--- src/rtl/spi_register_writer_pkg.sv ---
// Shared definitions for the SPI register writer: word width, counter
// widths and the transmit FSM state encoding.
package spi_register_writer_pkg;

  localparam int SPI_WORD_WIDTH = 32;
  localparam int SPI_BIT_CNT_W  = 5;
  localparam int SPI_PHASE_W    = 8;

  typedef enum logic [2:0] {
    ST_IDLE     = 3'd0,
    ST_LOAD     = 3'd1,
    ST_SHIFT_LO = 3'd2,
    ST_SHIFT_HI = 3'd3,
    ST_LATCH    = 3'd4,
    ST_GAP      = 3'd5
  } spi_state_t;

endpackage

--- src/rtl/spi_word_fifo.sv ---
// Synchronous show-ahead word queue.
// The head word is always visible on o_data while o_empty is low; a pop
// advances to the next entry on the following edge.
// A push while full is dropped, even when a pop happens in the same cycle.
//
// Ports:
//   i_clk    system clock, rising edge
//   i_reset  synchronous active-high reset (empties the queue)
//   i_push   write i_data at the tail (ignored when full)
//   i_data   word to enqueue
//   i_pop    advance the head (ignored when empty)
//   o_data   current head word
//   o_full   no free entry
//   o_empty  no stored entry
module spi_word_fifo #(
  parameter int WIDTH = 32,
  parameter int DEPTH = 8
) (
  input  logic             i_clk,
  input  logic             i_reset,
  input  logic             i_push,
  input  logic [WIDTH-1:0] i_data,
  input  logic             i_pop,
  output logic [WIDTH-1:0] o_data,
  output logic             o_full,
  output logic             o_empty
);

  localparam int AW = $clog2(DEPTH);
  localparam int CW = AW + 1;

  logic [WIDTH-1:0] r_mem [DEPTH];
  logic [AW-1:0]    r_wr_ptr;
  logic [AW-1:0]    r_rd_ptr;
  logic [CW-1:0]    r_count;
  logic             w_do_push;
  logic             w_do_pop;

  assign o_full    = (r_count == CW'(DEPTH));
  assign o_empty   = (r_count == '0);
  // Fullness is judged before any same-cycle pop, so a full queue never
  // accepts a word.
  assign w_do_push = i_push && !o_full;
  assign w_do_pop  = i_pop && !o_empty;
  assign o_data    = r_mem[r_rd_ptr];

  // Storage needs no reset; pointers and count define what is valid.
  always_ff @(posedge i_clk) begin
    if (w_do_push) begin
      r_mem[r_wr_ptr] <= i_data;
    end
  end

  always_ff @(posedge i_clk) begin
    if (i_reset) begin
      r_wr_ptr <= '0;
      r_rd_ptr <= '0;
      r_count  <= '0;
    end else begin
      if (w_do_push) begin
        r_wr_ptr <= r_wr_ptr + AW'(1);
      end
      if (w_do_pop) begin
        r_rd_ptr <= r_rd_ptr + AW'(1);
      end
      case ({w_do_push, w_do_pop})
        2'b10:   r_count <= r_count + CW'(1);
        2'b01:   r_count <= r_count - CW'(1);
        default: r_count <= r_count;
      endcase
    end
  end

endmodule

--- src/rtl/spi_register_writer.sv ---
// Serialises queued 32-bit register words onto a 3-wire SPI bus
// (SCLK / DATA / LATCH) for a PLL, MSB first, one latch pulse per word.
//
// Ports:
//   ipClk        system clock, rising edge
//   ipReset      synchronous active-high reset; aborts any word in flight
//   ipWord       register word to send (control bits included)
//   ipValid      ipWord valid; accepted when opReady is high
//   opReady      queue has room this cycle
//   opBusy       queue non-empty or a word in flight
//   opSPI_SClk   serial clock, idles low
//   opSPI_Data   serial data, only changes while SCLK is low
//   opSPI_Latch  load-enable pulse after the 32nd bit
//
// state     | meaning
// ----------+---------------------------------------------------------
// IDLE      | nothing to send, all SPI outputs low
// LOAD      | head word held in shift register, bit 31 on DATA
// SHIFT_LO  | SCLK low for CLK_DIV cycles, DATA stable
// SHIFT_HI  | SCLK high for CLK_DIV cycles; exit shifts to next bit
// LATCH     | LATCH high for LATCH_CYCLES cycles, SCLK and DATA low
// GAP       | all outputs low for CLK_DIV cycles before the next word
module spi_register_writer
  import spi_register_writer_pkg::*;
#(
  parameter int CLK_DIV      = 4,
  parameter int LATCH_CYCLES = 4,
  parameter int FIFO_DEPTH   = 8
) (
  input  logic                      ipClk,
  input  logic                      ipReset,
  input  logic [SPI_WORD_WIDTH-1:0] ipWord,
  input  logic                      ipValid,
  output logic                      opReady,
  output logic                      opBusy,
  output logic                      opSPI_SClk,
  output logic                      opSPI_Data,
  output logic                      opSPI_Latch
);

  localparam logic [SPI_PHASE_W-1:0]   C_DIV_M1   = SPI_PHASE_W'(CLK_DIV - 1);
  localparam logic [SPI_PHASE_W-1:0]   C_LATCH_M1 = SPI_PHASE_W'(LATCH_CYCLES - 1);
  localparam logic [SPI_BIT_CNT_W-1:0] C_LAST_BIT = SPI_BIT_CNT_W'(SPI_WORD_WIDTH - 1);

  spi_state_t                r_state;
  logic [SPI_WORD_WIDTH-1:0] r_shift;
  logic [SPI_BIT_CNT_W-1:0]  r_bit;
  logic [SPI_PHASE_W-1:0]    r_phase;
  logic                      r_sclk;
  logic                      r_latch;

  logic [SPI_WORD_WIDTH-1:0] w_fifo_data;
  logic                      w_fifo_full;
  logic                      w_fifo_empty;
  logic                      w_phase_done;
  logic                      w_load;

  assign w_phase_done = (r_phase == '0);
  // A word is popped on the same edge the FSM enters LOAD, either from IDLE
  // or at the end of GAP, so the shift register holds it during LOAD.
  assign w_load = !w_fifo_empty &&
                  ((r_state == ST_IDLE) || ((r_state == ST_GAP) && w_phase_done));

  spi_word_fifo #(
    .WIDTH (SPI_WORD_WIDTH),
    .DEPTH (FIFO_DEPTH)
  ) u_fifo (
    .i_clk   (ipClk),
    .i_reset (ipReset),
    .i_push  (ipValid),
    .i_data  (ipWord),
    .i_pop   (w_load),
    .o_data  (w_fifo_data),
    .o_full  (w_fifo_full),
    .o_empty (w_fifo_empty)
  );

  always_ff @(posedge ipClk) begin
    if (ipReset) begin
      r_state <= ST_IDLE;
      r_shift <= '0;
      r_bit   <= '0;
      r_phase <= '0;
      r_sclk  <= 1'b0;
      r_latch <= 1'b0;
    end else begin
      case (r_state)
        ST_IDLE: begin
          if (w_load) begin
            r_state <= ST_LOAD;
            r_shift <= w_fifo_data;
          end
        end

        ST_LOAD: begin
          r_state <= ST_SHIFT_LO;
          r_phase <= C_DIV_M1;
        end

        ST_SHIFT_LO: begin
          if (w_phase_done) begin
            r_state <= ST_SHIFT_HI;
            r_phase <= C_DIV_M1;
            r_sclk  <= 1'b1;
          end else begin
            r_phase <= r_phase - SPI_PHASE_W'(1);
          end
        end

        ST_SHIFT_HI: begin
          if (w_phase_done) begin
            r_sclk  <= 1'b0;
            // Zero fill: after the 32nd shift the register is all zeros, which
            // is what keeps DATA low through LATCH, GAP and IDLE.
            r_shift <= {r_shift[SPI_WORD_WIDTH-2:0], 1'b0};
            r_bit   <= r_bit + SPI_BIT_CNT_W'(1);
            if (r_bit == C_LAST_BIT) begin
              r_state <= ST_LATCH;
              r_phase <= C_LATCH_M1;
              r_latch <= 1'b1;
            end else begin
              r_state <= ST_SHIFT_LO;
              r_phase <= C_DIV_M1;
            end
          end else begin
            r_phase <= r_phase - SPI_PHASE_W'(1);
          end
        end

        ST_LATCH: begin
          if (w_phase_done) begin
            r_state <= ST_GAP;
            r_phase <= C_DIV_M1;
            r_latch <= 1'b0;
          end else begin
            r_phase <= r_phase - SPI_PHASE_W'(1);
          end
        end

        ST_GAP: begin
          if (w_phase_done) begin
            if (w_load) begin
              r_state <= ST_LOAD;
              r_shift <= w_fifo_data;
            end else begin
              r_state <= ST_IDLE;
            end
          end else begin
            r_phase <= r_phase - SPI_PHASE_W'(1);
          end
        end

        default: begin
          r_state <= ST_IDLE;
          r_sclk  <= 1'b0;
          r_latch <= 1'b0;
        end
      endcase
    end
  end

  assign opSPI_SClk  = r_sclk;
  assign opSPI_Data  = r_shift[SPI_WORD_WIDTH-1];
  assign opSPI_Latch = r_latch;
  assign opReady     = !w_fifo_full;
  assign opBusy      = (r_state != ST_IDLE) || !w_fifo_empty;

endmodule

--- config.mk ---
export PLATFORM = sky130hd
export DESIGN_NAME = spi_register_writer
export DESIGN_NICKNAME = d
export VERILOG_FILES = /design/src/rtl/spi_register_writer_pkg.sv /design/src/rtl/spi_word_fifo.sv /design/src/rtl/spi_register_writer.sv
export SDC_FILE = /design/constraint.sdc
export NUM_CORES = 1
export LEC_CHECK = 0
export ABC_AREA = 1
export CAP_MARGIN = 20
export CORE_MARGIN = 10
export CORE_UTILIZATION = 35
export DETAILED_ROUTE_END_ITERATION = 16
export SETUP_SLACK_MARGIN = 0.4
export SLEW_MARGIN = 15
export SYNTH_ARGS = -nofsm -noshare
export SYNTH_HDL_FRONTEND = slang
export SYNTH_SLANG_ARGS = --single-unit
--- constraint.sdc ---
create_clock -name ipClk -period 4.7 [get_ports ipClk]
set_input_delay 0.705 -clock ipClk [delete_from_list [all_inputs] [get_ports ipClk]]
set_output_delay 0.705 -clock ipClk [all_outputs]
set_load 0.01 [all_outputs]
# Word-level counts from Yosys, hierarchy flattened
# Memories as Yosys holds them, arrays and structs flattened. A register that Yosys moved wholly into a read port is not among the register bits.
# Cells that the tools add are included.
# totals
reg_bits	60
latchBits	0
ramBits	256
romBits	0
in_bits	35
output_inout_bits	5
word_cells	84
memories	1
# memory_table
memory	depth	width	rd	rd_ports_with_merged_regs	write_ports	line_no	rtl
u_fifo.r_mem	8	32	1	1	1	spi_word_fifo.sv:32	logic [WIDTH-1:0] r_mem [DEPTH];
# op_classes
add_sub_neg	6
mul	0
div_mod_pow	0
magnitude_cmp	0
n_eq_ne	16
n_shift	0
muxes	26
n_bitwise	2
reduce_logical	24
# ops
operator	n
$mux W32	3
$pmux W32 S3	1
$mux W3	8
$pmux W8 S3	1
$pmux W3 S6	1
$mux W8	2
$ne A2 B2 Y1 const B	6
$reduce_bool A3 Y1	3
$logic_not A8 Y1	1
$pmux W4 S2	1
$reduce_or A4 Y1	2
$sub A8 B1 Y8 const B	1
$mux W1	7
$add A3 B1 Y3 const B	2
$eq A3 B2 Y1 const B	2
$eq A3 B3 Y1 const B	2
$pmux W1 S3	2
$reduce_and A3 Y1	2
$add A5 B1 Y5 const B	1
$eq A5 B5 Y1 const B	1
$reduce_and A5 Y1	1
$add A4 B1 Y4 const B	1
$eq A4 B4 Y1 const B	1
$logic_and A1 B1 Y1	4
14 further kinds	18

# Longest topological paths before layout
# logic_depth
word_depth	7
mapped_depth	17

# Modules after synthesis
# A second synthesis with hierarchy kept.
# hier_totals
cells_unflattened	1282
hier_area_um2	13545.5
# by_module_without_submodules
mod	n_inst	cells_per_inst	area_per_inst_um2	seq_area_each_um2
spi_word_fifo	1	816	10644.0	7947.6
spi_register_writer	1	466	2901.5	1001.0

# Worst setup path after synthesis
# OpenSTA, ideal clock, no wires.
# synth_path
path_type	input to register
from	input ipValid
to	memory u_fifo.r_mem[0][0] (enable)
setup_time_ns	0.421
arrival_ns	2.405
required_ns	4.279
setup_slack_ns	1.874
cell_stages	4
path_buffers	0
cell_sequence	nand2_1 inv_1 nand2_1 nor2_1
# synth_between
elab_chain_len	3
# synth_rtl
element	line_no	rtl
from (decl)	spi_register_writer.sv:33	input logic ipValid,
$logic_and A1 B1 Y1	spi_word_fifo.sv:43	assign w_do_push = i_push && !o_full;
$mux W1	spi_word_fifo.sv:49	if (w_do_push) begin
$mux W1 (implied by the code)	spi_word_fifo.sv:50	r_mem[r_wr_ptr] <= i_data;
to (decl)	spi_word_fifo.sv:32	
# No other way between the ends.

==> parameters.txt <==
Parameter                              Value

Status
  Result of the run    finished, final reports clean

STA
  Post-route fraction of the period consumed by the critical path    63.0%
  Final Hold Vio Count    0
  Unrepaired setup endpoints after global routing    false
  Worst Max-Slew Pin Slew    1.02 ns
  Final-layout setup total negative slack    0 ns
  Headroom to the max-slew limit    31.8%
  Highest attainable clock frequency    338 MHz
  Fin crit period    2.96 ns
  Worst clock skew    0.0156 ns
  Finish-stage setup viols    0
  Number of pins with negative max-slew slack in the final report    0
  Smallest setup slack after layout    1.74 ns

Worst setup path
  Standard cell with the maximum stage delay on the critical path    sky130_fd_sc_hd__clkinv_2
  Worst Setup End Kind    flip-flop
  Critical path start-end classification    reg -> reg
  Critical path's most frequent cell    sky130_fd_sc_hd__nand3_1
  CP startpoint kind    flip-flop
  Cell family contributing the most delay on the critical path    buffers and inverters
  Critical path fanouts, max    79
  Critical Path RT    5.09 ns
  Data arrival at the endpoint of the critical path    3.35 ns
  Delay contributed by the slowest stage of the critical path    0.76 ns
  Cells along the critical path    clkinv_2 -> buf_12 -> nand2_1 -> nand3_1 -> nand3_1 -> nand3_1 -> nand2_1 -> nand3_1 -> nand2_1 -> nor2_1
  Critical path buffer and inverter count    2

Final layout
  Total number of nets in the final design    1341
  Top library cells by usage in the layout, fill and taps aside    sky130_fd_sc_hd__nand2_1 (361), sky130_fd_sc_hd__nand3_1 (264), sky130_fd_sc_hd__edfxtp_1 (256)
  Leading cell type in the layout, fill and taps excluded    sky130_fd_sc_hd__nand2_1
  Final antenna diode count    0
  End-of-flow core utilization    41.0%
  Share of post-route cells with drive strength above 1    9.29%
  Area Growth Syn to Fin    16.0%

Global route
  First-pass GRT wire length    48.0 mm
  Met3 Resource Use GR    1.99%
  Total global routing overflow    0
  Global-route usage over all layers    12.8%
  Initial antenna violation count    0
  Maximum number of pins on one net before global-route repair    82
  Met2 usage in global routing    20.6%
  GRT Max-Usage Layer    met2
  Global routing usage on met1    17.3%
  Number of global-route vias before repair    8744

Logic synthesis
  Total of flip-flops plus latches after synthesis    319
  Simple-gate share of the synthesized area    25.5%
  Count of unique library cells instantiated by Yosys    32
  Post-synthesis area per instance    10.4 µm²
  Share of the synthesized area in compound gates (AO/OA/AOI/OAI)    2.05%
  Proportion of synthesized area in mux cells    0%
  Proportion of synthesized chip area in sequential cells    67.5%
  Number of cells produced by synthesis    1273
  Combinational family with the most area after synthesis    simple AND/OR/NAND/NOR gates
  Xor and xnor area share after synthesis    0.463%
  Adder-cell share of the synthesized area    0.850%
  Netlist Area Pre-Place    13300 µm²
  Total nets after synthesis    1317
  Number of warnings issued by yosys    0

Worst hold path
  Worst hold path class    reg -> reg
  Hold Path Origin    r_phase[0]$_SDFFE_PP0P_

Detailed routing
  Total DRC errors in the routed layout    0
  Via-per-instance ratio    4.88
  Remaining antenna violation count after routing    0
  DR vias    8960
  Final Routed Wirelength    30.0 mm
  Starting DRT DRC Count    756
  DR WL/cell    16.3 µm
  First-pass iteration count of the detailed router    5

Place
  Count of port buffers added during placement    39
  Gp weighted congestion    0.787
  Pre-CTS setup slack    1.51 ns
  Half-perimeter wire length of the detailed placement result    17.1 mm

Floorplan
  Die area    46000 µm²
  Width of the chip    215 µm
  Standard-cell row count    71
  Std-Cell Core Area    37500 µm²
  Num ports    40
  Die boundary height    215 µm
  Effective utilization at floorplan    35.3%

Clocking
  Clock network latency to the later pin of the worst-skew pair    0.51 ns
  Number of buffers inserted during clock tree synthesis    36
  TritonCTS clock tree    built
  Max Buffers Root-to-Sink    3
  H-tree levels    2
  Num Clock Sinks    319
  Number of buffers inserted by post-CTS setup repair    0
  Root buffer selected by CTS    sky130_fd_sc_hd__clkbuf_16
  Post-CTS clock slew at the launch and capture registers of the worst setup and hold paths    0.06 ns
  Resize count post-CTS    0
  Quantity of hold-fixing buffers added after cts    0

Job
  Number of max-cap violations    0

Power and ir drop
  Total power divided by cell area    582 nW/µm²
  Max rail drop VDD    312 µV
  Leakage power    0.00569 µW
[power by group]
part           internal [µW]  leakage (µW)  switching (µW)
clock                   1590      0.000551            1090
combinational            874       0.00230            1860
sequential              3340       0.00284             188
[logic make-up (layout without fill, tap and decap cells)]
| kind of cell | count (synthesis) | after routing |
|---|---|---|
| AO/OA/AOI/OAI | 50 | 50 |
| XOR/XNOR | 7 | 7 |
| buffers and inverters | 112 | 163 |
| adder cells (fa/ha/maj) | 9 | 9 |
| AND/OR/NAND/NOR | 776 | 776 |
| flip-flops | 319 | 319 |
[routing by layer]
metal | routed length [µm] | up-vias
li1 | - | 4393
met1 | 14000 | 4287
met2 | 13800 | 239
met3 | 1550 | 41
met4 | 611 | 0
met5 | 0 | -
[per-stage QoR]
step	power, µW	instance area [µm²]	instances	hold slack [ns]
after floorplan	5590	13300	1273	0.424
after global placement	6230	14100	1764	0.438
after detailed placement	6310	14200	1766	0.461
after CTS	9000	15300	1831	0.471
after global routing	9560	15400	1835	0.499
final	8950	15400	1835	0.470
[synthesized netlist by cell type]
cell                       count  area [µm²]
sky130_fd_sc_hd__a21oi_1      23         115
sky130_fd_sc_hd__nor2_1      103         387
sky130_fd_sc_hd__inv_2         6        22.5
sky130_fd_sc_hd__o21ai_0      21         105
sky130_fd_sc_hd__a21oi_4       1        16.3
sky130_fd_sc_hd__dfxtp_1      63        1260
sky130_fd_sc_hd__o211ai_1      1        7.51
sky130_fd_sc_hd__edfxtp_1    256        7690
sky130_fd_sc_hd__nor2_2        2        12.5
sky130_fd_sc_hd__or2_2        30         188
sky130_fd_sc_hd__inv_1        36         135
sky130_fd_sc_hd__o21ai_1       1        5.00
sky130_fd_sc_hd__clkbuf_2      1        5.00
sky130_fd_sc_hd__nor2_4        2        22.5
sky130_fd_sc_hd__ha_1          9         113
sky130_fd_sc_hd__clkinv_1      2        7.51
sky130_fd_sc_hd__a21oi_2       1        8.76
sky130_fd_sc_hd__clkbuf_1     32         120
sky130_fd_sc_hd__buf_2        26         130
sky130_fd_sc_hd__nor3_1        4        20.0
sky130_fd_sc_hd__nand2_1     361        1360
sky130_fd_sc_hd__nor3b_1       1        7.51
sky130_fd_sc_hd__buf_1         5        18.8
sky130_fd_sc_hd__nand2_2       6        37.5
sky130_fd_sc_hd__nand4_1       2        12.5
sky130_fd_sc_hd__nand3_2       1        10.0
sky130_fd_sc_hd__o22ai_1       1        6.26
sky130_fd_sc_hd__xnor2_1       1        8.76
sky130_fd_sc_hd__buf_6         4        45.0
sky130_fd_sc_hd__a21boi_0      1        7.51
sky130_fd_sc_hd__nand3_1     264        1320
sky130_fd_sc_hd__xor2_1        6        52.6
[state kept, by name, summed over array words and instances, names as in the netlist, named ones only]
name             count
r_shift             32
r_state              3
opSPI_SClk           1
r_bit                5
u_fifo.r_mem       256
u_fifo.r_wr_ptr      3
u_fifo.r_count       4
r_phase              8
u_fifo.r_rd_ptr      3
opSPI_Latch          1
[area by class of cell]
cell class / instances / area (µm²)
well taps: 511 / 639
repair buffers: 54 / 598
fillers: 3632 / 22100
clock inverters: 21 / 190
multi-input cells: 842 / 3880
clock buffers: 44 / 941
flip-flops and latches: 319 / 8950
inverters: 44 / 166
[worst paths after layout]
kind	endpoint	slack [ns]	depth (start not counted)
setup / recovery	r_shift[17]$_SDFFE_PP0P_	1.74	10
setup reg to reg	r_shift[17]$_SDFFE_PP0P_	1.74	10
hold reg to reg	r_phase[0]$_SDFFE_PP0P_	0.47	1
hold / removal	r_phase[0]$_SDFFE_PP0P_	0.47	1
Note: power is estimated with default switching activity, not from simulation.
